<file path="src/rtl/ifetch_pkg.sv">
// Shared constants and state encoding for the instruction fetch stage.
package ifetch_pkg;

  localparam int unsigned W_DEF     = 32;
  localparam int unsigned DEPTH_DEF = 2;

  typedef enum logic [1:0] {
    IDLE    = 2'd0,
    WAIT    = 2'd1,
    DISCARD = 2'd2
  } fetch_state_t;

endpackage

</file>
<file path="src/rtl/fetch_queue.sv">
// Small synchronous FIFO of {PC, instruction} pairs; head outputs are registered
// and hold their last value while the queue is empty.
module fetch_queue #(
  parameter int unsigned W     = 32,
  parameter int unsigned DEPTH = 2
) (
  input  logic                     CLK,
  input  logic                     RST,
  input  logic                     push,
  input  logic                     pop,
  input  logic                     flush,
  input  logic [W-1:0]             push_pc,
  input  logic [W-1:0]             push_instr,
  output logic [W-1:0]             head_pc,
  output logic [W-1:0]             head_instr,
  output logic                     full,
  output logic                     empty,
  output logic [$clog2(DEPTH):0]   count
);

  localparam int unsigned AW = $clog2(DEPTH);
  localparam int unsigned CW = AW + 1;

  logic [W-1:0]  pc_mem [DEPTH];
  logic [W-1:0]  in_mem [DEPTH];
  logic [AW-1:0] rd_ptr;
  logic [AW-1:0] wr_ptr;
  logic [AW-1:0] rd_nxt;
  logic          do_pop;
  logic [W-1:0]  nxt_pc;
  logic [W-1:0]  nxt_instr;

  assign full   = (count == CW'(DEPTH));
  assign empty  = (count == '0);
  assign do_pop = pop && !empty;
  assign rd_nxt = rd_ptr + AW'(1);

  // Head value after this edge; unchanged whenever the queue ends up empty.
  always_comb begin
    nxt_pc    = head_pc;
    nxt_instr = head_instr;
    if (!flush) begin
      if (do_pop) begin
        if (count > CW'(1)) begin
          nxt_pc    = pc_mem[rd_nxt];
          nxt_instr = in_mem[rd_nxt];
        end else if (push) begin
          nxt_pc    = push_pc;
          nxt_instr = push_instr;
        end
      end else if (push && empty) begin
        nxt_pc    = push_pc;
        nxt_instr = push_instr;
      end
    end
  end

  always_ff @(posedge CLK) begin
    if (RST) begin
      rd_ptr     <= '0;
      wr_ptr     <= '0;
      count      <= '0;
      head_pc    <= '0;
      head_instr <= '0;
      for (int i = 0; i < int'(DEPTH); i++) begin
        pc_mem[i] <= '0;
        in_mem[i] <= '0;
      end
    end else if (flush) begin
      rd_ptr <= '0;
      wr_ptr <= '0;
      count  <= '0;
    end else begin
      head_pc    <= nxt_pc;
      head_instr <= nxt_instr;
      if (push) begin
        pc_mem[wr_ptr] <= push_pc;
        in_mem[wr_ptr] <= push_instr;
        wr_ptr         <= wr_ptr + AW'(1);
      end
      if (do_pop) rd_ptr <= rd_nxt;
      if (push && !do_pop)      count <= count + CW'(1);
      else if (!push && do_pop) count <= count - CW'(1);
    end
  end

endmodule

</file>
<file path="src/rtl/ifetch_unit.sv">
// Fetch stage: one outstanding instruction-memory read, queue toward decode,
// and PC stall generation. Flushed in-flight reads are drained, never pushed.
module ifetch_unit
  import ifetch_pkg::*;
#(
  parameter int unsigned W     = W_DEF,
  parameter int unsigned DEPTH = DEPTH_DEF
) (
  input  logic         CLK,
  input  logic         RST,
  input  logic [W-1:0] PCF,
  input  logic         FlushD,
  input  logic         StallD,
  output logic         IMemReq,
  output logic [W-1:0] IMemAddr,
  input  logic         IMemAck,
  input  logic [W-1:0] IMemRData,
  output logic [W-1:0] InstrD,
  output logic [W-1:0] PCD,
  output logic         ValidD,
  output logic         StallF
);

  fetch_state_t state, state_n;
  logic         req_n;
  logic [W-1:0] addr_n;
  logic         accept;
  logic         q_pop;
  logic         q_full;
  logic         q_empty;
  logic [$clog2(DEPTH):0] q_count;

  assign accept = !RST && (state == WAIT) && IMemAck && !FlushD;
  assign StallF = RST || !(accept || FlushD);
  assign ValidD = (q_count != '0);
  assign q_pop  = !q_empty && !StallD;

  always_ff @(posedge CLK) begin
    if (RST) begin
      state    <= IDLE;
      IMemReq  <= 1'b0;
      IMemAddr <= '0;
    end else begin
      state    <= state_n;
      IMemReq  <= req_n;
      IMemAddr <= addr_n;
    end
  end

  // Request stays up until acked, even across a flush, since it cannot be withdrawn.
  always_comb begin
    state_n = state;
    req_n   = IMemReq;
    addr_n  = IMemAddr;
    case (state)
      IDLE: begin
        if (!FlushD && !q_full) begin
          req_n   = 1'b1;
          addr_n  = PCF;
          state_n = WAIT;
        end
      end
      WAIT: begin
        if (IMemAck) begin
          req_n   = 1'b0;
          state_n = IDLE;
        end else if (FlushD) begin
          state_n = DISCARD;
        end
      end
      DISCARD: begin
        if (IMemAck) begin
          req_n   = 1'b0;
          state_n = IDLE;
        end
      end
      default: begin
        req_n   = 1'b0;
        state_n = IDLE;
      end
    endcase
  end

  fetch_queue #(
    .W     (W),
    .DEPTH (DEPTH)
  ) u_queue (
    .CLK        (CLK),
    .RST        (RST),
    .push       (accept),
    .pop        (q_pop),
    .flush      (FlushD),
    .push_pc    (IMemAddr),
    .push_instr (IMemRData),
    .head_pc    (PCD),
    .head_instr (InstrD),
    .full       (q_full),
    .empty      (q_empty),
    .count      (q_count)
  );

endmodule

</file>
<file path="config.mk">
export PLATFORM = sky130hd
export DESIGN_NAME = ifetch_unit
export DESIGN_NICKNAME = d
export VERILOG_FILES = /design/src/rtl/ifetch_pkg.sv /design/src/rtl/fetch_queue.sv /design/src/rtl/ifetch_unit.sv
export SDC_FILE = /design/constraint.sdc
export NUM_CORES = 1
export LEC_CHECK = 0
export CAP_MARGIN = 20
export CORE_UTILIZATION = 53
export CTS_BUF_LIST = sky130_fd_sc_hd__clkbuf_16
export DETAILED_ROUTE_END_ITERATION = 16
export PLACE_DENSITY = 0.87
export SLEW_MARGIN = 15
export SYNTH_ARGS = -nofsm -noshare
export SYNTH_HDL_FRONTEND = slang
export SYNTH_SLANG_ARGS = --single-unit
export TNS_END_PERCENT = 20
</file>
<file path="constraint.sdc">
create_clock -name CLK -period 3.3 [get_ports CLK]
set_input_delay 0.495 -clock CLK [delete_from_list [all_inputs] [get_ports CLK]]
set_output_delay 0.495 -clock CLK [all_outputs]
set_load 0.05 [all_outputs]
</file>
# --- After elaboration in Yosys (flattened, before gate mapping) ---
# Memories as Yosys holds them, arrays and structs flattened.
# Cells that the tools add are included.
word_totals:
  reg_bits: 103
  latchBits: 0
  ram_bits: 128
  romBits: 0
  out_inout_bits: 99
  mem_count: 2
op_classes:
  add_sub_neg: 4
  n_mul: 0
  n_div: 0
  order_cmp: 1
  n_eq_ne: 8
  shifts: 0
  mux: 30
  n_bitwise: 1
  reduce_logical: 32
mem_list:
  columns: ["name", "words", "word_bits", "read_ports", "rd_ports_with_merged_regs", "wr", "line_no", "source"]
  rows:
  - ["u_queue.in_mem", 2, 32, 1, 0, 2, "fetch_queue.sv:25", "logic [W-1:0] in_mem [DEPTH];"]
  - ["u_queue.pc_mem", 2, 32, 1, 0, 2, "fetch_queue.sv:24", "logic [W-1:0] pc_mem [DEPTH];"]
op_table:
  columns: ["operator", "n"]
  rows:
  - ["2-to-1 mux 32 bit", 10]
  - ["OR reduction 32 bit", 2]
  - ["2-to-1 mux 1 bit", 12]
  - ["2-to-1 mux 2 bit", 6]
  - ["logical AND 1 bit", 9]
  - ["zero test 1 bit", 8]
  - ["!= test 3 bit (second input constant)", 2]
  - ["one-hot mux 2 bit (3 select lines)", 1]
  - ["AND reduction 3 bit", 2]
  - ["nonzero test 2 bit", 3]
  - ["== test 2 bit (second input constant)", 2]
  - ["zero test 2 bit", 2]
  - ["!= test 2 bit (second input constant)", 2]
  - ["AND reduction 2 bit", 2]
  - ["OR reduction 2 bit", 2]
  - ["adder 1 bit (second input constant)", 2]
  - ["adder 2 x 1 -> 2 bit (second input constant)", 1]
  - ["== test 2 x 1 -> 1 bit (second input constant)", 1]
  - ["> comparator 2 x 1 -> 1 bit (second input constant)", 1]
  - ["logical OR 1 bit", 2]
  - ["!= test 2 x 1 -> 1 bit (second input constant)", 1]
  - ["one-hot mux 1 bit (2 select lines)", 1]
  - ["subtractor 2 x 1 -> 2 bit (second input constant)", 1]
  - ["inverter 1 bit", 1]

# --- Longest topological paths before layout ---
# Gate-level depths: netlist (run 1).
depth:
  ltp_word: 10
  depth_mapped: 8
  depth_no_buf: 6

# --- By module ---
# Synthesis (run 1) repeated with hierarchy kept, for this count alone.
unflattened:
  cells_unflattened: 970
  area_unflattened_um2: 10978.0
modules_own_cells:
  columns: ["module", "n_inst", "cells_each", "area_each_um2", "seq_area_each_um2"]
  rows:
  - ["fetch_queue", 1, 797, 9614.2, 5205.0]
  - ["ifetch_unit", 1, 173, 1363.8, 700.7]

# --- Worst setup path before layout (run 1) ---
# OpenSTA, ideal clock, no wires.
synth_timing:
  path_type: "in2reg"
  from: "in RST"
  to: "mem u_queue.in_mem[1][0] (enable)"
  setup_time_ps: 421
  arrival_time_ps: 2671
  required_time_ps: 2879
  setup_slack_ps: 208
  cell_stages: 5
  cell_sequence: "buf_2 > and4bb_2 > buf_2 > clkbuf_1 > a21o_1"
synth_lines:
  columns: ["element", "line_no", "source"]
  rows:
  - ["from (decl)", "ifetch_unit.sv:10", "input logic RST,"]
  - ["to (decl)", "fetch_queue.sv:25", null]

# --- Worst setup path after layout (run 1) ---
layout_timing:
  from: "reg state[1]"
  to: "out StallF"
layout_via:
  elab_chain_len: 7
layout_lines:
  columns: ["element", "line_no", "source"]
  rows:
  - ["from (decl)", "ifetch_unit.sv:24", "fetch_state_t state, state_n;"]
  - ["from (signal assigned)", "ifetch_unit.sv:44", "state <= state_n;"]
  - ["== test 2 x 1 -> 1 bit", "ifetch_unit.sv:33", "assign accept = !RST && (state == WAIT) && IMemAck && !FlushD;"]
  - ["logical AND 1 bit (3 in series)", "ifetch_unit.sv:33", null]
  - ["logical OR 1 bit", "ifetch_unit.sv:34", "assign StallF = RST || !(accept || FlushD);"]
  - ["zero test 1 bit", "ifetch_unit.sv:34", null]
  - ["logical OR 1 bit", "ifetch_unit.sv:34", null]
  - ["to (decl)", "ifetch_unit.sv:21", "output logic StallF"]
# Every way passes these cells.

==> results of run 1 <==
## placed cells by master (no fill, tap or decap), types with 2 or more instances in the layout
cell             netlist  layout
buf_12                 0       5
edfxtp_1             128     128
nor2_1                 3       3
dfxtp_1              103     101
xor2_1                 2       2
a211oi_1               2       2
nand2b_1               3       3
clkbuf_16              0      23
nor3_1                 5       4
ha_1                   7       7
o211ai_1              64      64
buf_4                  0      17
xnor2_1                2       2
nand2_1              194     194
and3_1                64      64
a21oi_1              101     101
clkinv_2               0       2
and2_1                64      64
clkdlybuf4s50_1        0     166
clkinv_1               0      10
o21ai_0                3       3
inv_1                  7      11
mux2i_1               64      64
## flip-flops by register name, summed over array words and instances (netlist names), 2 cells and up
register	cells
u_queue.in_mem	64
u_queue.pc_mem	64
IMemAddr	32
u_queue.head_instr	32
u_queue.head_pc	32
state	2
u_queue.count	2
## path summary, 6_finish.rpt
path,startpoint,endpoint,slack (ns),cells past startpoint
worst max-delay path,state[1]$_SDFFE_PP0P_,StallF,0.49,5
worst min-delay path,u_queue.head_pc[18]$_SDFFE_PP0P_,u_queue.head_pc[18]$_SDFFE_PP0P_,0.45,2
worst max register to register,u_queue.count[1]$_SDFFE_PP0P_,u_queue.head_instr[5]$_SDFFE_PP0P_,0.69,7
worst min register to register,u_queue.head_pc[18]$_SDFFE_PP0P_,u_queue.head_pc[18]$_SDFFE_PP0P_,0.45,2
## cells by family after synthesis
group | count (synthesis) | share of synthesized area
and+or+nand+nor | 342 | 0.1703
xor gates and xnor gates | 4 | 0.003586
adders and majority gates | 7 | 0.008964
AOI/OAI and AO/OA | 174 | 0.1101
buffers and inverters | 81 | 0.03701
DFF | 231 | 0.6044
muxes | 64 | 0.06556
## worst max-delay path, cell delays in order (launching register included)
cell,delay (ns)
dfxtp_1,0.35
inv_1,0.10
ha_1,0.24
a21oi_1,0.17
or2_2,0.16
clkdlybuf4s50_1,0.80
## per-layer routing
| metal | vias up | wire, um | global-route usage |
|---|---|---|---|
| met5 | - | 0 | 0 |
| met4 | 0 | 351 | 0.07729 |
| met3 | 30 | 1502 | 0.04525 |
| met2 | 247 | 11160 | 0.4154 |
| met1 | 3440 | 9635 | 0.3156 |
| li1 | 3471 | - | - |
## power by group through the flow
stage | sequential (uW) | combinational [uW] | clock [uW]
floorplan | 3470 | 301 | 0
global placement | 3300 | 780 | 0
detailed placement | 3310 | 796 | 0
CTS | 3250 | 800 | 2410
global route | 3270 | 855 | 2530
finish | 3250 | 795 | 2380
## metrics by stage
step / power, uW / utilization
6_report: 6429 / 0.6838
5_1_grt: 6649 / 0.6838
4_1_cts: 6459 / 0.6838
3_5_place_dp: 4107 / 0.6463
3_3_place_gp: 4083 / 0.6463
2_1_floorplan: 3771 / -
## cell type report
cell class | instances | share of cell area
tap | 229 | 0.02325
multi-input combinational | 591 | 0.2870
inverter | 7 | 0.002132
sequential | 231 | 0.4795
clock buffer | 23 | 0.04670
clock inverter | 18 | 0.008121
timing repair buffer | 188 | 0.1533
==> impl_metrics.ini, run 1 <==
[detailed_routing]
drtIter0Drc = 583
vias = 7188
wl_per_cell_um = 17.59
routed_wl_um = 22640
firstDrtPassIters = 5
postRouteAntennaNets = 0
drc = 0
vias_per_cell = 5.585

[setup_path]
crit_fanout = 5
cp.required_ns = 2.80
worstSetupStartpointType = flip-flop
crit_arrival_ns = 2.31
crit_path_end_kind = output port
timing_worst_setup_path_type = flip-flop to output port

[cts]
clk_pin_slew_ns = 0.06
insertion_delay_ns = 0.50
root_buffer = clkbuf_16
cts_tree = done
cts_setup_buffers = 0
clk_path_buf_depth = 3
clock_sinks = 231
cts_buffers = 23
hold_buffers = 0
cts_resized = 0
htree_levels = 1

[floorplanning]
start_util = 0.5421
die_h_um = 137.8
dieArea_um2 = 18980
ioPinCount = 168
fp.dieW_um = 137.8
rows = 49
coreArea_um2 = 18020

[final_layout]
drive_above_1_share = 0.05955
finalNonFillerCells = 1287
seq_area_um2 = 5911
area_growth_pct = 26.15
num_antenna_cells = 0
fin_nets = 1118
multi_input_area_um2 = 3537
final_design_area_no_fill_um2 = 12330
fillers = 1329

[synthesis]
synth_top_area_cell = edfxtp_1
syn_inst = 903
yosys_warnings = 0
synth.avg_cell_area_um2 = 10.82
syn_area_um2 = 9771
synth.most_common_cell = nand2_1
synthArstFlopShare = 0
seq_area_frac_synth = 0.6044
synth-main-ff-cell = edfxtp_1
synthTopCellsByArea = edfxtp_1 (39%), dfxtp_1 (21%), nand2_1 (7.5%)
syn-num-nets = 979
yosysTopAreaCellShare = 0.3934
synth_top_cells_by_count = nand2_1 (194), edfxtp_1 (128), dfxtp_1 (103), a21oi_1 (101)
ys_seq_elements = 231
synth_edf_count = 128
synth.distinct_cells = 32

[place]
pre_cts_ws_ns = 0.3704
gp_congestion = 0.7262
port_buffers = 167
postPlaceCellArea_um2 = 11650
dpl.cell_count = 1246
hpwl_um = 13730

[global_routing]
grt.overflow.total = 0
grt_start_max_net_pins = 81
grt_pass1_vias = 7138
antenna_found_initial = 0
grt_pass1_wl_um = 36260
grt_usage = 0.2444

[sta]
tns_ns = 0
setup_viol = 0
setup_ws_ns = 0.4912
whs_ns = 0.4500
slew_headroom = 0.3792
min_period_ns = 2.809
fmax_ghz = 0.3560
worstMarginPinSlew_ns = 0.9279
hold_violations = 0
finalMaxSlewViolations = 0
rsz0062_at_grt = no
finalCritPeriodShare = 0.8511
finalClockSkew_ns = 0.008544

[power]
p_sw_uw = 1645
cell_internal_pwr_uw = 4785
leakagePower_uw = 0.004328
switching_share = 0.2558
seqPwrFrac = 0.506
comb_power_share = 0.124
pwr_density_cell_nw_per_um2 = 521.6
clock_power_share = 0.371
peakVddDrop_mv = 0.3770

[min_path]
hold_path_class = flip-flop to flip-flop

[run_status]
status = completed

[flow_run]
maxCapViolations = 0
(Power assumes the default switching activity.)
==> run 2: changes to the inputs <==
==> constraint.sdc (replaced) <==
create_clock -name CLK -period 3.1 [get_ports CLK]
set_input_delay 0.465 -clock CLK [delete_from_list [all_inputs] [get_ports CLK]]
set_output_delay 0.465 -clock CLK [all_outputs]
set_load 0.05 [all_outputs]
==> run 2 against run 1 <==
First-iteration DRC count fell by 24%; sequential cell count unchanged; worst hold slack worse by 0.0010 ns; utilization fell by 0.11 points; critical path type unchanged.
==> impl_metrics.ini, run 2 (same netlist as run 1, synthesis figures left out) <==
[detailed_routing]
wl_per_cell_um = 17.61
postRouteAntennaNets = 0
vias_per_cell = 5.596
routed_wl_um = 22680
firstDrtPassIters = 5
vias = 7208
drc = 0
drtIter0Drc = 442

[global_routing]
grt_pass1_wl_um = 35710
grt_start_max_net_pins = 66
grt.overflow.total = 0
antenna_found_initial = 0
grt_pass1_vias = 7015
grt_usage = 0.2415

[final_layout]
num_antenna_cells = 0
mostFrequentLayoutCells = nand2_1 (194), clkdlybuf4s50_1 (166), edfxtp_1 (128), dfxtp_1 (101), a21oi_1 (101)
final_common_cell = nand2_1
reg.largest.list = u_queue.in_mem: 64 flops, u_queue.pc_mem: 64 flops
fin_nets = 1119
final_design_area_no_fill_um2 = 12310
drive_above_1_share = 0.06043
area_growth_pct = 25.94
finalNonFillerCells = 1288

[cts]
htree_levels = 1
clk_pin_slew_ns = 0.06
cts_setup_buffers = 0
insertion_delay_ns = 0.49
clk_path_buf_depth = 3
root_buffer = clkbuf_16
hold_buffers = 0
cts_resized = 0
cts_buffers = 23
cts_tree = done
clock_sinks = 231

[sta]
slew_headroom = 0.3098
hold_violations = 0
tns_ns = 0
rsz0062_at_grt = no
finalClockSkew_ns = 0.008491
worstMarginPinSlew_ns = 1.032
finalCritPeriodShare = 0.8859
fmax_ghz = 0.3641
min_period_ns = 2.746
finalMaxSlewViolations = 0
setup_viol = 0

[run_status]
status = completed

[setup_path]
crit_slowest_cell = clkdlybuf4s50_1
rr_worst_depth = 7
critPathMaxStageDelay_ns = 0.80
crit_path_end_kind = output port
crit_arrival_ns = 2.28
timing_worst_setup_path_type = flip-flop to output port
worstSetupStartpointType = flip-flop
crit_path_cell_trace = inv_1 -> ha_1 -> a21oi_1 -> or2_2 -> clkdlybuf4s50_1
cp.required_ns = 2.63
crit_fanout = 5

[place]
gp_congestion = 0.7743
hpwl_um = 13680
postPlaceCellArea_um2 = 11660
dpl.cell_count = 1247
port_buffers = 167

[floorplanning]
start_util = 0.5421
coreArea_um2 = 18020
ioPinCount = 168
dieArea_um2 = 18980
die_h_um = 137.8
rows = 49
fp.dieW_um = 137.8

[power]
peakVddDrop_mv = 0.4206
leakagePower_uw = 0.004349
pwr_density_cell_nw_per_um2 = 547.8

[min_path]
hold_path_class = flip-flop to flip-flop
hold-path-cell-count = 2

[flow_run]
maxCapViolations = 0
## run 2: changes by cell type in the layout (fill, tap and decap cells not counted)
cell        delta
clkinv_1       -6
bufinv_16      -1
buf_4          +1
clkinvlp_4     -1
inv_1          +6
clkinv_2       +2
## run 2: worst max-delay path, delay by kind of cell (launching register included)
kind,cells,cell delay [ns]
flops,1,0.35
buf+inv,2,0.89
fa+ha+maj,1,0.24
simple gates,1,0.14
compound gates,1,0.16
## run 2: per-layer routing
metal,wire length (um),vias to the layer above,track usage
met5,0,-,0
li1,-,3481,-
met4,584,0,0.07790
met3,1407,39,0.04047
met1,9467,3463,0.3106
met2,11230,225,0.4140
## run 2: power breakdown
part / internal (uW) / switching (uW) / leakage, uW
Sequential: 3360 / 97.5 / 0.00216
Clock: 1340 / 1090 / 0.000359
Combinational: 307 / 540 / 0.00183
## run 2: final timing paths
check	start	endpoint	slack, ns
setup / recovery	state[1]$_SDFFE_PP0P_	StallF	0.35
hold / removal	u_queue.head_instr[11]$_SDFFE_PP0P_	u_queue.head_instr[11]$_SDFFE_PP0P_	0.45
setup reg to reg	u_queue.count[1]$_SDFFE_PP0P_	u_queue.head_pc[8]$_SDFFE_PP0P_	0.46
hold reg to reg	u_queue.head_instr[11]$_SDFFE_PP0P_	u_queue.head_instr[11]$_SDFFE_PP0P_	0.45
## run 2: final cells by class
cell class                      instances  area (um^2)
Fill cell                            1296         5719
Timing Repair Buffer                  189         1897
Clock inverter                         18        72.57
Sequential cell                       231         5911
Inverter                                7        26.28
Multi-Input combinational cell        591         3537
Clock buffer                           23        575.6
Tap cell                              229        286.5
## run 2: metrics by stage
| step | hold slack [ns] | setup WS (ns) | utilization | total power, uW |
|---|---|---|---|---|
| final | 0.4489 | 0.3537 | 0.6827 | 6741 |
| after global routing | 0.4707 | 0.2589 | 0.6827 | 6960 |
| after CTS | 0.4516 | 0.3560 | 0.6827 | 6765 |
| after detailed placement | 0.4446 | 0.2026 | 0.6467 | 4370 |
| after global placement | 0.4376 | 0.2920 | 0.6467 | 4350 |
| after floorplan | 0.4661 | 0.03820 | - | 4014 |
